--- config.mk ---
export PLATFORM = sky130hd
export DESIGN_NAME = uart_rx
export DESIGN_NICKNAME = d
export VERILOG_FILES = /design/src/rtl/uart_pkg.sv /design/src/rtl/uart_rx_fifo.sv /design/src/rtl/uart_rx.sv
export SDC_FILE = /design/constraint.sdc
export NUM_CORES = 1
export LEC_CHECK = 0
export CORE_MARGIN = 2
export CORE_UTILIZATION = 54
export CTS_CLUSTER_SIZE = 10
export DETAILED_ROUTE_END_ITERATION = 12
export PLACE_DENSITY = 0.88
export SLEW_MARGIN = 20
export SYNTH_ARGS = -nofsm -noshare
export SYNTH_HDL_FRONTEND = slang
export SYNTH_SLANG_ARGS = --single-unit
--- constraint.sdc ---
create_clock -name clk -period 2.3 [get_ports clk]
set_input_delay 0.345 -clock clk [delete_from_list [all_inputs] [get_ports clk]]
set_output_delay 0.345 -clock clk [all_outputs]
set_load 0.005 [all_outputs]
--- src/rtl/uart_pkg.sv ---
// Shared definitions for the UART receiver: rx state encoding, register
// addresses and status/control bit positions.
package uart_pkg;

    typedef enum logic [1:0] {
        RX_IDLE  = 2'd0,
        RX_START = 2'd1,
        RX_DATA  = 2'd2,
        RX_STOP  = 2'd3
    } rx_state_t;

    localparam logic [1:0] REG_DATA    = 2'b00;
    localparam logic [1:0] REG_STATUS  = 2'b01;
    localparam logic [1:0] REG_CONTROL = 2'b10;

    localparam int STAT_AVAIL     = 0;
    localparam int STAT_BUSY      = 1;
    localparam int STAT_FRAME_ERR = 2;
    localparam int STAT_OVERRUN   = 3;
    localparam int STAT_FULL      = 4;

    localparam int CTRL_ENABLE = 0;
    localparam int CTRL_FLUSH  = 1;

endpackage

--- src/rtl/uart_rx_fifo.sv ---
// Small receive FIFO with wrap-around pointers and a combinational head read.
// Pops on empty are ignored; a push while full is accepted only alongside a pop.
module uart_rx_fifo #(
    parameter int DEPTH = 4,
    parameter int WIDTH = 8
) (
    input  logic             clk,
    input  logic             reset,
    input  logic             push,
    input  logic             pop,
    input  logic             flush,
    input  logic [WIDTH-1:0] din,
    output logic [WIDTH-1:0] head,
    output logic             empty,
    output logic             full
);
    localparam int PTR_W = (DEPTH > 1) ? $clog2(DEPTH) : 1;
    localparam int CNT_W = PTR_W + 1;

    logic [WIDTH-1:0] mem [DEPTH];
    logic [PTR_W-1:0] wr_ptr_reg;
    logic [PTR_W-1:0] rd_ptr_reg;
    logic [CNT_W-1:0] count_reg;
    logic             do_push;
    logic             do_pop;

    assign empty   = (count_reg == '0);
    assign full    = (count_reg == CNT_W'(DEPTH));
    assign do_pop  = pop && !empty;
    assign do_push = push && (!full || do_pop);
    // Stale storage is never exposed: an empty buffer reads as zero.
    assign head    = empty ? '0 : mem[rd_ptr_reg];

    always_ff @(posedge clk or negedge reset) begin
        if (!reset) begin
            wr_ptr_reg <= '0;
            rd_ptr_reg <= '0;
            count_reg  <= '0;
        end else if (flush) begin
            wr_ptr_reg <= '0;
            rd_ptr_reg <= '0;
            count_reg  <= '0;
        end else begin
            if (do_push)
                wr_ptr_reg <= wr_ptr_reg + 1'b1;
            if (do_pop)
                rd_ptr_reg <= rd_ptr_reg + 1'b1;
            case ({do_push, do_pop})
                2'b10:   count_reg <= count_reg + 1'b1;
                2'b01:   count_reg <= count_reg - 1'b1;
                default: count_reg <= count_reg;
            endcase
        end
    end

    always_ff @(posedge clk) begin
        if (do_push && !flush)
            mem[wr_ptr_reg] <= din;
    end

endmodule

--- src/rtl/uart_rx.sv ---
// UART receiver with data/status/control register interface.
// Define UART_RX_FIFO_EN for a 4-entry receive FIFO; otherwise a single holding register.
module uart_rx
    import uart_pkg::*;
#(
    parameter int DATA_BITS = 8,
    parameter int DIVISOR   = 208
) (
    input  logic       clk,
    input  logic       reset,
    input  logic       rx,
    input  logic       writeEnable,
    input  logic       readEnable,
    input  logic [1:0] regSelect,
    input  logic [7:0] writeData,
    output logic [7:0] Data,
    output logic       rxReady
);
    localparam int CNT_W = $clog2(DIVISOR);
    localparam int BIT_W = (DATA_BITS > 1) ? $clog2(DATA_BITS) : 1;
    localparam logic [CNT_W-1:0] HALF_LAST = CNT_W'(DIVISOR / 2 - 1);
    localparam logic [CNT_W-1:0] FULL_LAST = CNT_W'(DIVISOR - 1);
    localparam logic [BIT_W-1:0] BIT_LAST  = BIT_W'(DATA_BITS - 1);

    logic                 rx_meta_reg;
    logic                 rx_sync_reg;
    logic                 rx_prev_reg;
    rx_state_t            state_reg;
    logic [CNT_W-1:0]     cnt_reg;
    logic [BIT_W-1:0]     bit_idx_reg;
    logic [DATA_BITS-1:0] shift_reg;
    logic [7:0]           control_reg;
    logic                 frame_err_reg;
    logic                 overrun_reg;

    logic                 enable;
    logic                 stop_sample;
    logic                 push;
    logic                 pop;
    logic                 pop_eff;
    logic                 flush;
    logic                 status_wr;
    logic [DATA_BITS-1:0] buf_head;
    logic                 buf_empty;
    logic                 buf_full;
    logic [7:0]           status_vec;

    assign enable      = control_reg[CTRL_ENABLE];
    assign stop_sample = enable && (state_reg == RX_STOP) && (cnt_reg == FULL_LAST);
    assign push        = stop_sample && rx_sync_reg;
    assign pop         = readEnable && (regSelect == REG_DATA);
    assign pop_eff     = pop && !buf_empty;
    assign flush       = writeEnable && (regSelect == REG_CONTROL) && writeData[CTRL_FLUSH];
    assign status_wr   = writeEnable && (regSelect == REG_STATUS);

    always_ff @(posedge clk or negedge reset) begin
        if (!reset) begin
            rx_meta_reg <= 1'b1;
            rx_sync_reg <= 1'b1;
            rx_prev_reg <= 1'b1;
        end else begin
            rx_meta_reg <= rx;
            rx_sync_reg <= rx_meta_reg;
            rx_prev_reg <= rx_sync_reg;
        end
    end

    always_ff @(posedge clk or negedge reset) begin
        if (!reset) begin
            state_reg   <= RX_IDLE;
            cnt_reg     <= '0;
            bit_idx_reg <= '0;
            shift_reg   <= '0;
        end else if (!enable) begin
            // Disabling the receiver abandons any frame in progress.
            state_reg   <= RX_IDLE;
            cnt_reg     <= '0;
            bit_idx_reg <= '0;
        end else begin
            case (state_reg)
                RX_IDLE: begin
                    cnt_reg     <= '0;
                    bit_idx_reg <= '0;
                    if (rx_prev_reg && !rx_sync_reg)
                        state_reg <= RX_START;
                end
                RX_START: begin
                    if (cnt_reg == HALF_LAST) begin
                        cnt_reg   <= '0;
                        state_reg <= rx_sync_reg ? RX_IDLE : RX_DATA;
                    end else begin
                        cnt_reg <= cnt_reg + 1'b1;
                    end
                end
                RX_DATA: begin
                    if (cnt_reg == FULL_LAST) begin
                        cnt_reg   <= '0;
                        shift_reg <= DATA_BITS'({rx_sync_reg, shift_reg} >> 1);
                        if (bit_idx_reg == BIT_LAST)
                            state_reg <= RX_STOP;
                        else
                            bit_idx_reg <= bit_idx_reg + 1'b1;
                    end else begin
                        cnt_reg <= cnt_reg + 1'b1;
                    end
                end
                RX_STOP: begin
                    if (cnt_reg == FULL_LAST) begin
                        cnt_reg   <= '0;
                        state_reg <= RX_IDLE;
                    end else begin
                        cnt_reg <= cnt_reg + 1'b1;
                    end
                end
                default: state_reg <= RX_IDLE;
            endcase
        end
    end

    always_ff @(posedge clk or negedge reset) begin
        if (!reset) begin
            control_reg   <= 8'h00;
            frame_err_reg <= 1'b0;
            overrun_reg   <= 1'b0;
        end else begin
            if (writeEnable && (regSelect == REG_CONTROL))
                control_reg <= writeData & ~(8'h01 << CTRL_FLUSH);
            // A new error event wins over a simultaneous clear.
            if (stop_sample && !rx_sync_reg)
                frame_err_reg <= 1'b1;
            else if (status_wr && writeData[STAT_FRAME_ERR])
                frame_err_reg <= 1'b0;
            if (push && buf_full && !pop_eff && !flush)
                overrun_reg <= 1'b1;
            else if (status_wr && writeData[STAT_OVERRUN])
                overrun_reg <= 1'b0;
        end
    end

`ifdef UART_RX_FIFO_EN
    uart_rx_fifo #(
        .DEPTH (4),
        .WIDTH (DATA_BITS)
    ) u_fifo (
        .clk   (clk),
        .reset (reset),
        .push  (push),
        .pop   (pop),
        .flush (flush),
        .din   (shift_reg),
        .head  (buf_head),
        .empty (buf_empty),
        .full  (buf_full)
    );
`else
    logic [DATA_BITS-1:0] hold_reg;
    logic                 hold_valid_reg;

    always_ff @(posedge clk or negedge reset) begin
        if (!reset) begin
            hold_reg       <= '0;
            hold_valid_reg <= 1'b0;
        end else if (flush) begin
            hold_valid_reg <= 1'b0;
        end else if (push && (!hold_valid_reg || pop)) begin
            hold_reg       <= shift_reg;
            hold_valid_reg <= 1'b1;
        end else if (pop) begin
            hold_valid_reg <= 1'b0;
        end
    end

    assign buf_head  = hold_valid_reg ? hold_reg : '0;
    assign buf_empty = !hold_valid_reg;
    assign buf_full  = hold_valid_reg;
`endif

    always_comb begin
        status_vec                 = 8'h00;
        status_vec[STAT_AVAIL]     = !buf_empty;
        status_vec[STAT_BUSY]      = (state_reg != RX_IDLE);
        status_vec[STAT_FRAME_ERR] = frame_err_reg;
        status_vec[STAT_OVERRUN]   = overrun_reg;
        status_vec[STAT_FULL]      = buf_full;
    end

    always_comb begin
        Data = 8'h00;
        case (regSelect)
            REG_DATA:    Data = 8'(buf_head);
            REG_STATUS:  Data = status_vec;
            REG_CONTROL: Data = control_reg;
            default:     Data = 8'h00;
        endcase
    end

    assign rxReady = !buf_empty;

endmodule

==> metrics.yaml <==
status: "finished clean"
cp_max_fo: 7
ctsHoldBuffers: 0
drt_iter0_drc: 104
synth_fp_nets: 184
cp.arrival_ns: 1.87
placed_area_sq_um: 2230
drc: 0
initial_core_util: 0.574
place.gp.congestion: 0.919
async_reset_ff_frac: 1.00
grt_first_pass_wirelength_um: 6350
p_per_area_nw_per_um2: 566
grt_setup_unrepaired: "no"
ios: 24
grt-ovfl-total: 0
yosysSeqAreaShare: 0.542
fp-row-count: 21
grt_max_degree: 43
cts_tree: "done"
die_w_um: 64.0
setup_tns_ns: 0
crit_type: "in2out"
synth_area_sq_um: 1950
die_area_sq_um: 4100
stdcell_area_sq_um: 2310
worstMarginPinSlew_ns: 0.877
timing.final.crit_share: 0.961
grt_pass1_vias: 1384
drive_above_1_share: 0.133
nets: 212
irDropWorstVdd_mv: 0.359
cts_setup_buffers: 0
synth_cell_types: 38
ys_ff_latch: 42
ant_nets: 0
leakagePower_nw: 1.07
cts.clk_slew.worst_paths_ns: 0.12
yosys_most_used_dff: "dfrtp_1"
dp_hpwl_um: 2800
clock_path_buffers: 2
relSlewSlack: 0.416
cts_resized: 0
setup_viol_count_final: 0
fin_crit_ns: 2.21
clkSinkCount: 42
worstSetupEndpointType: "output pin"
cts_buffers: 5
worstHoldPathType: "in2async"
synth_area_leaders: "dfrtp_1, mux2_1, dfstp_2"
synth_edf_count: 0
wirelength_um: 3660
dr.pass1.iters: 4
clock_latency_ns: 0.35
grt.total_usage: 0.202
max_freq_mhz: 452
skew_ns: 0.0104
dieHeight_um: 64.0
startpoint_type: "primary input"
nFillCells: 238
synth_warnings: 0
synth_area_per_cell_sq_um: 11.7
cap_viol_max_count: 0
vias: 1357
yosys.area.top_type: "dfrtp_1"
wl_per_cell_um: 15.2
area_growth_pct: 18.5
synth_top_area_frac: 0.502
worstPathRequired_ns: 1.96
via_per_inst: 5.63
htree_num_levels: 2
antenna_cells: 0
finalPower_mw: 1.31
coreArea_sq_um: 3390
syn-instance-count: 166
portBuffers: 23
antenna_found_initial: 0
finalHoldViolCount: 0
maxSlewViolCount: 0
cts_root_buf: "clkbuf_4"
## cells in the mapped netlist (all sizes together), types with 2 or more instances
| cell | number |
|---|---|
| a21oi | 3 |
| a22o | 2 |
| a22oi | 6 |
| and3 | 3 |
| buf | 5 |
| clkbuf | 2 |
| dfrtp | 39 |
| dfstp | 3 |
| ha | 3 |
| inv | 3 |
| mux2 | 24 |
| nand2 | 18 |
| nand3 | 4 |
| nand4b | 2 |
| nor2 | 14 |
| nor2b | 3 |
| o21ai | 9 |
| o31ai | 3 |
| or3 | 2 |
| xnor2 | 4 |
| xor2 | 2 |
## routing by layer
| metal | vias up | wire (um) | GRT usage |
|---|---|---|---|
| li1 | 644 | - | - |
| met4 | 0 | 81 | 0.0897 |
| met1 | 660 | 1610 | 0.261 |
| met3 | 8 | 188 | 0.0387 |
| met2 | 45 | 1780 | 0.331 |
| met5 | - | 0 | 0 |
## final timing paths
kind | from | end | slack (ns) | depth (start not counted)
min reg2reg | rx_meta_reg | rx_sync_reg | 0.36 | 0
max | regSelect[1] | Data[4] | 0.09 | 6
max reg2reg | cnt_reg[0] | shift_reg[7] | 0.37 | 5
max in group asynchronous | reset | cnt_reg[3] | 1.65 | 1
min | reset | control_reg[0] | 0.1 | 1
min in group clk | rx_meta_reg | rx_sync_reg | 0.36 | 0
## worst max-delay path, stage by stage
cell	delay [ns]
clkdlybuf4s50_1	0.54
nor2b_1	0.16
buf_4	0.17
nand2_1	0.08
nand2_1	0.07
clkdlybuf4s50_1	0.49
## logic make-up after synthesis
logic type / count (synthesis) / share of synthesized area
buf+inv: 10 / 0.0219
xor+xnor: 6 / 0.0270
fa+ha+maj: 3 / 0.0193
compound gates: 29 / 0.114
flops: 42 / 0.542
simple gates: 52 / 0.136
mux: 24 / 0.139
## layout make-up
class / instances / area (sq um) / area share
clock buffer: 6 / 51.3 / 0.0222
clock inverter: 2 / 12.5 / 0.00543
inverter: 3 / 11.3 / 0.00488
multi-input combinational: 114 / 853 / 0.370
sequential: 42 / 1050 / 0.457
tap: 46 / 57.6 / 0.0250
timing repair buffer: 28 / 265 / 0.115
## where the power goes
group	leakage [nW]	total, mW	switching (mW)	internal [mW]
combinational	0.474	0.127	0.0561	0.0706
sequential	0.561	0.799	0.0297	0.770
clock	0.0343	0.380	0.233	0.147
total	1.07	1.31	0.319	0.987
## stage by stage
stage | hold slack, ns | std cells | worst slack, ns | utilization
6_report | 0.0979 | 241 | 0.0889 | 0.680
5_1_grt | 0.155 | 241 | 0.0284 | 0.680
4_1_cts | 0.126 | 241 | 0.0608 | 0.678
3_5_place_dp | 0.348 | 233 | 0.0675 | 0.659
3_3_place_gp | 0.345 | 233 | 0.160 | 0.659
2_1_floorplan | 0.0494 | 166 | 0.588 | -
## layout by cell type (no fill, tap or decap), drive strengths merged, types with 3 or more instances in the layout
cell	instances
clkbuf	6
o31ai	3
nor2b	3
xnor2	4
buf	6
ha	3
inv	3
dfrtp	39
nand2	18
a22oi	6
and3	3
dfstp	3
nor2	14
a21oi	3
nand3	4
o21ai	9
mux2	24
clkdlybuf4s50	21
Note: power is estimated with default switching activity, not from simulation.
